File: config.mk
export PLATFORM = sky130hd
export DESIGN_NAME = state_dump_unit
export DESIGN_NICKNAME = d
export VERILOG_FILES = /design/src/rtl/cpu_dbg_pkg.sv /design/src/rtl/state_dump_unit.sv
export SDC_FILE = /design/constraint.sdc
export NUM_CORES = 1
export LEC_CHECK = 0
export CAP_MARGIN = 20
export CORE_MARGIN = 4
export CORE_UTILIZATION = 39
export CTS_CLUSTER_DIAMETER = 80
export DETAILED_ROUTE_END_ITERATION = 10
export PLACE_DENSITY_LB_ADDON = 0.08
export RECOVER_POWER = 100
export SYNTH_ARGS = -nofsm -noshare
export SYNTH_HDL_FRONTEND = slang
export SYNTH_SLANG_ARGS = --single-unit
File: constraint.sdc
create_clock -name clk_i -period 1.9 [get_ports clk_i]
set_clock_uncertainty 0.05 [all_clocks]
set_input_delay 0.19 -clock clk_i [delete_from_list [all_inputs] [get_ports clk_i]]
set_output_delay 0.19 -clock clk_i [all_outputs]
set_load 0.1 [all_outputs]
File: src/rtl/cpu_dbg_pkg.sv
// cpu_dbg_pkg: shared constants and state encoding for the CPU state dump unit.
package cpu_dbg_pkg;
    localparam int DUMP_NREG  = 32;
    localparam int DUMP_NWORD = 32;
    localparam logic SRC_REG = 1'b0;
    localparam logic SRC_MEM = 1'b1;
    typedef enum logic [1:0] {IDLE, FETCH, SEND, DONE} dump_state_e;
endpackage

File: src/rtl/state_dump_unit.sv
// state_dump_unit: streams 32 register-file entries then 32 data-memory words
// onto a valid/ready port, triggered by a cycle count or by start_i.
module state_dump_unit
    import cpu_dbg_pkg::*;
#(
    parameter int unsigned DUMP_CYCLE = 1200,
    parameter bit          AUTO_EN    = 1'b1,
    parameter int          CNT_W      = 16
) (
    input  logic        clk_i,
    input  logic        rst_i,
    input  logic        start_i,
    output logic [4:0]  rf_addr_o,
    input  logic [31:0] rf_data_i,
    output logic [31:0] dm_addr_o,
    input  logic [31:0] dm_data_i,
    output logic        dump_valid_o,
    input  logic        dump_ready_i,
    output logic [31:0] dump_data_o,
    output logic        dump_src_o,
    output logic [4:0]  dump_idx_o,
    output logic        dump_last_o,
    output logic        busy_o,
    output logic        done_o
);
    localparam logic [CNT_W-1:0] CNT_MAX  = '1;
    localparam logic [5:0]       LAST_IDX = 6'(DUMP_NREG + DUMP_NWORD - 1);
    // A zero or unreachable trigger cycle can never match, so it disables the auto path.
    localparam bit AUTO_OK = AUTO_EN && (DUMP_CYCLE != 0) && (64'(DUMP_CYCLE) <= 64'(CNT_MAX));
    localparam logic [CNT_W-1:0] TRIG = CNT_W'(DUMP_CYCLE - 1);

    dump_state_e      state_q, state_d;
    logic [5:0]       idx_q, idx_d;
    logic [CNT_W-1:0] cyc_q, cyc_d;
    logic             fired_q, fired_d;
    logic [31:0]      data_q, data_d;
    logic             src_q, src_d;
    logic [4:0]       didx_q, didx_d;
    logic             last_q, last_d;
    logic             valid_q, valid_d;
    logic             done_q, done_d;
    logic             auto_hit, go, hs, restart, fetch;

    assign auto_hit = AUTO_OK && !fired_q && (cyc_q == TRIG);
    assign go       = (state_q == IDLE) && (start_i || auto_hit);
    assign restart  = (state_q == DONE) && start_i;
    assign hs       = (state_q == SEND) && valid_q && dump_ready_i;
    assign fetch    = (state_q == FETCH);

    always_ff @(posedge clk_i or posedge rst_i) begin
        if (rst_i) begin
            state_q <= IDLE;
            idx_q   <= '0;
            cyc_q   <= '0;
            fired_q <= 1'b0;
            data_q  <= '0;
            src_q   <= 1'b0;
            didx_q  <= '0;
            last_q  <= 1'b0;
            valid_q <= 1'b0;
            done_q  <= 1'b0;
        end else begin
            state_q <= state_d;
            idx_q   <= idx_d;
            cyc_q   <= cyc_d;
            fired_q <= fired_d;
            data_q  <= data_d;
            src_q   <= src_d;
            didx_q  <= didx_d;
            last_q  <= last_d;
            valid_q <= valid_d;
            done_q  <= done_d;
        end
    end

    always_comb begin
        state_d = state_q;
        case (state_q)
            IDLE:    state_d = go ? FETCH : IDLE;
            FETCH:   state_d = SEND;
            SEND:    state_d = hs ? ((idx_q == LAST_IDX) ? DONE : FETCH) : SEND;
            DONE:    state_d = start_i ? FETCH : DONE;
            default: state_d = IDLE;
        endcase
    end

    // idx only moves on entry to FETCH, so the read addresses are stable through FETCH and SEND.
    always_comb begin
        idx_d   = (go || restart) ? 6'd0 : (hs && idx_q != LAST_IDX) ? idx_q + 6'd1 : idx_q;
        cyc_d   = (cyc_q == CNT_MAX) ? cyc_q : cyc_q + CNT_W'(1);
        fired_d = fired_q | ((state_q == IDLE) && auto_hit);
        data_d  = fetch ? (idx_q[5] ? dm_data_i : rf_data_i) : data_q;
        src_d   = fetch ? idx_q[5] : src_q;
        didx_d  = fetch ? idx_q[4:0] : didx_q;
        last_d  = fetch ? (idx_q == LAST_IDX) : last_q;
        valid_d = fetch ? 1'b1 : hs ? 1'b0 : valid_q;
        done_d  = (hs && idx_q == LAST_IDX) ? 1'b1 : restart ? 1'b0 : done_q;
    end

    assign rf_addr_o    = idx_q[4:0];
    assign dm_addr_o    = {25'b0, idx_q[4:0], 2'b00};
    assign dump_valid_o = valid_q;
    assign dump_data_o  = data_q;
    assign dump_src_o   = src_q;
    assign dump_idx_o   = didx_q;
    assign dump_last_o  = last_q;
    assign busy_o       = (state_q == FETCH) || (state_q == SEND);
    assign done_o       = done_q;
endmodule

# Word-level counts from Yosys, hierarchy flattened

Index checks and enable logic that the tools add are counted.

Word-level logic and storage cells: 48
Register bits: 66

Bitwise gates (word level): 1
Reduce and logical (&&, ||, !) cells: 16
Add/subtract/negate cells: 2
Equality and inequality tests: 7
Muxes and demuxes: 12

Operators by type and width:

| kind                                                              | count |
|---|---|
| 32-bit 2-to-1 mux                                                 | 1 |
| 16-bit by 1-bit adder with 16-bit output, second input constant   | 1 |
| 16-bit by 11-bit == test with 1-bit output, second input constant | 1 |
| 16-bit == test, second input constant                             | 1 |
| 6-bit 2-to-1 mux                                                  | 2 |
| 1-bit logical AND                                                 | 8 |
| 2-bit case mux with 4 select lines                                | 1 |
| 6-bit by 1-bit adder with 6-bit output, second input constant     | 1 |
| 6-bit == test, second input constant                              | 1 |
| 2-bit 2-to-1 mux                                                  | 3 |
| 6-bit inequality test, second input constant                      | 1 |
| 2-bit nonzero test                                                | 3 |
| 1-bit 2-to-1 mux                                                  | 5 |
| 2-bit == test, second input constant                              | 2 |
| 1-bit logical OR                                                  | 3 |
| 2-bit by 1-bit == test with 1-bit output, second input constant   | 1 |
| 2-bit logical NOT                                                 | 1 |
| 1-bit logical NOT                                                 | 1 |
| 1-bit OR                                                          | 1 |

# Depth between registers and ports, before layout

Word-level depth: 6
Depth in mapped cells: 7
Mapped depth without buffers: 6

# Worst setup path after synthesis

OpenSTA, ideal clock, no wires.

Kind: reg-to-reg
Start: reg valid_q, in the netlist dump_valid_o
End: reg state_q[1]
Cell stages (with the launch flop): 6
Data arrival time: 1.915 ns
Clock period less this slack: 2.095 ns
Library setup time: 0.131 ns
Slack: -0.195 ns
Required time: 1.719 ns
Path through: dfrtp_1 and3_1 clkbuf_1 o21ai_0 a221oi_1 a21oi_1

Longest elaborated chain between the ends: 4

Ends and longest elaborated chain:

| item                               | line                  | RTL |
|---|---|---|
| from (decl)                        | state_dump_unit.sv:40 | `logic valid_q, valid_d;` |
| from (signal assigned)             | state_dump_unit.sv:71 | `valid_q <= valid_d;` |
| 1-bit logical AND (2 in a row)     | state_dump_unit.sv:47 | `assign hs = (state_q == SEND) && valid_q && dump_ready_i;` |
| 2-bit 2-to-1 mux                   | state_dump_unit.sv:81 | `SEND: state_d = hs ? ((idx_q == LAST_IDX) ? DONE : FETCH) : SEND;` |
| 2-bit case mux with 4 select lines | state_dump_unit.sv:78 | `case (state_q)` |
| via state_d[1]                     | state_dump_unit.sv:32 | `dump_state_e state_q, state_d;` |
| to (signal assigned)               | state_dump_unit.sv:63 | `state_q <= state_d;` |
| to (decl)                          | state_dump_unit.sv:32 |  |

The timed path passes the listed nets, and every way through them passes these cells.
A chain may end at the register's enable or synchronous reset.

# Worst setup path in the final report

Start: reg state_q[1]
End: reg data_q[23], in the netlist dump_data_o[23]

Longest elaborated chain between the ends: 1

Ends and longest elaborated chain:

| item                                     | line                  | RTL |
|---|---|---|
| 2-bit by 1-bit == test with 1-bit output | state_dump_unit.sv:48 | `assign fetch = (state_q == FETCH);` |
| via fetch                                | state_dump_unit.sv:42 | `logic auto_hit, go, hs, restart, fetch;` |
| to (signal assigned)                     | state_dump_unit.sv:67 | `data_q <= data_d;` |
| to (decl)                                | state_dump_unit.sv:36 | `logic [31:0] data_q, data_d;` |

The timed path passes the listed nets, and every way through them passes these cells.

==> flow_summary.toml <==
[timing]
fmax_mhz = 573
final-max-slew-violation-count = 0
hold-worst-slack_ps = 433
worst_pin_slew_ps = 898
slew_headroom = 0.401
rsz0062_at_grt = "no"
finalHoldViolCount = 0
setup-violations-final = 0
finalCritPeriodShare = 0.918
fin_crit_ps = 1740

[job]
cap_violations = 0

[cts]
cts.sinks = 66
cts_tree = "yes"
clk_pin_slew_ps = 80
cts_root_buf = "clkbuf_8"
htreeDepth = 3
numCtsBuffers = 9
insertion_delay_ps = 340
clockBufferDepth = 2

[yosys]
ys_types = 38
yosysWarnings = 0
async_flop_share = 1.00
synth_cells = 328
synth_ff_type = "dfrtp_1"
syn_area_mm2 = 0.00342
seq_area_frac_synth = 0.483
synth-seq-cells = 66
synth_edf_count = 0
syn_avg_cell_area_um2 = 10.4

[floorplanning]
initial_core_util = 0.408
die_h_um = 102
core_area_mm2 = 0.00838
rows = 33
io_pins = 147
die_w_um = 102
die_area_mm2 = 0.0103

[pwr]
total_power_mw = 8.20
vdd_drop_max_v = 0.00123
pwr_density_cell_mw_per_mm2 = 1810
leakage_nw = 2.05

[finish]
diodes = 0
stdcell_count = 555
fillers = 783
nets = 519
drive_gt1_frac = 0.207
area_delta_synth_final_pct = 32.5

[route]
viasPerCell = 4.73
drt_iter0_drc = 158
drcViolationCount = 0
postRouteAntennaNets = 0
wl_per_cell_um = 14.1
drt-pass1-iter-count = 4
dr_total_vias = 2623
wl_mm = 7.84

[placed_design]
dp_hpwl_mm = 5.94
place_congestion = 0.795
io_buffers = 119
dp_cells = 539

[outcome]
status = "completed"

[worst_hold_path]
min_path_cells = 3
hold_path_class = "input port to register"

[global_route]
antenna_found_initial = 0
track_usage = 0.155
grt_pass1_wl_mm = 12.5
grt.overflow.total = 0
first_global_vias = 2571
grt_max_degree = 67

[worst_setup_path]
end_kind = "register"
critPathArrivalTime_ps = 1950
critPathMaxFanout = 18
path_class = "register to register"
cp-start-kind = "register"
rr_worst_depth = 5
critPathRequiredTime_ps = 2100
per-stage QoR:
step	worst slack (ps)	setup TNS [ps]	util	instance area [µm²]
global placement	153	0	0.538	4510
CTS	63.9	0	0.560	4690
detailed placement	73.5	0	0.538	4510
global route	16.2	0	0.541	4530
finish	155	0	0.541	4530
floorplan	-141	-141	-	3520
cells in the final DEF, fill, tap and decap left out, types with 4 or more instances in the layout:
master           instances
mux2i_1                 33
ha_1                     6
nor2_1                  47
clkdlybuf4s50_1         66
nand2_1                  8
clkbuf_1                 5
clkbuf_8                10
o21ai_0                  4
and3_1                   4
nor3_1                   4
xor2_1                   9
nand3_1                  9
a21oi_1                 35
mux2_2                   9
inv_1                    6
buf_4                    8
dfrtp_1                 64
conb_1                  27
clkbuf_2                51
nor4b_1                  5
layer usage:
metal,vias up,share of wire,global-route usage
met1,1217,0.39,0.188
met4,0,0.0087,0.0399
met5,-,0,0
met3,6,0.087,0.0558
met2,93,0.51,0.262
li1,1307,-,-
where the power goes:
group / leakage [nW] / internal (mW) / switching, mW
registers: 0.800 / 1.82 / 0.224
clock network: 0.0974 / 0.640 / 0.525
logic: 1.16 / 0.827 / 4.17
total: 2.05 / 3.29 / 4.92
cells by family (layout without fill, tap and decap cells):
logic type,after synthesis,in the layout,synth area share
other,1,27,0.00110
buffers and inverters,58,154,0.106
and+or+nand+nor,91,91,0.143
AOI/OAI and AO/OA,51,51,0.0834
DFF,66,66,0.483
muxes,43,43,0.131
adders and majority gates,6,6,0.0219
xor gates and xnor gates,12,12,0.0307
registers in the layout (all words and copies together), names as in the netlist:
register      flops
dump_data_o      32
dump_last_o       1
fired_q           1
dump_src_o        1
idx_q             6
dump_valid_o      1
cyc_q            16
done_o            1
state_q           2
dump_idx_o        5
worst max-delay path, cell delays in order, from the launching register on:
cell     delay (ps)
dfrtp_1         410
inv_1           130
ha_1            530
buf_4           320
nor2_1           70
a21oi_1         130
repair_timing:
item / CTS / global route
resized for setup: 0 / 1
setup endpoints to repair: 0 / 7
hold buffers: 0 / 0
endpoints found under the hold margin: 0 / 0
setup buffers: 0 / 0
path summary, 6_finish.rpt:
kind	start	to	slack [ps]
hold / removal	rf_data_i[21]	dump_data_o[21]	430
max in group asynchronous	rst_i	idx_q[5]	640
setup reg to reg	state_q[1]	dump_data_o[23]	160
hold reg to reg	fired_q	fired_q	440
setup / recovery	state_q[1]	dump_data_o[23]	160
min in group asynchronous	rst_i	cyc_q[14]	540
synth_stat cells (all sizes together), types with 2 or more instances:
library cell,n,area [µm²]
o211ai,2,15.0
buf,47,323
a21oi,35,175
nand3,9,45.0
dfrtp,66,1650
nor4,4,40.0
nor4b,5,43.8
and3,5,32.5
nand4,3,63.8
o21a,2,15.0
xor2,9,78.8
ha,6,75.1
inv,7,26.3
a31oi,2,12.5
clkbuf,4,15.0
nor3,5,25.0
mux2,10,116
nand2,8,30.0
nor2,47,176
nor2b,2,12.5
mux2i,33,330
o21ai,5,25.0
xnor2,3,26.3
final cells by class:
cell class / count / area (µm²) / share of cell area
clock inverter: 3 / 40.0 / 0.00883
sequential: 66 / 1650 / 0.365
timing repair buffer: 131 / 1030 / 0.227
clock buffer: 13 / 149 / 0.0328
inverter: 7 / 26.3 / 0.00580
multi-input combinational: 230 / 1500 / 0.332
tap: 105 / 131 / 0.0290
Note: power is estimated with default switching activity, not from simulation.
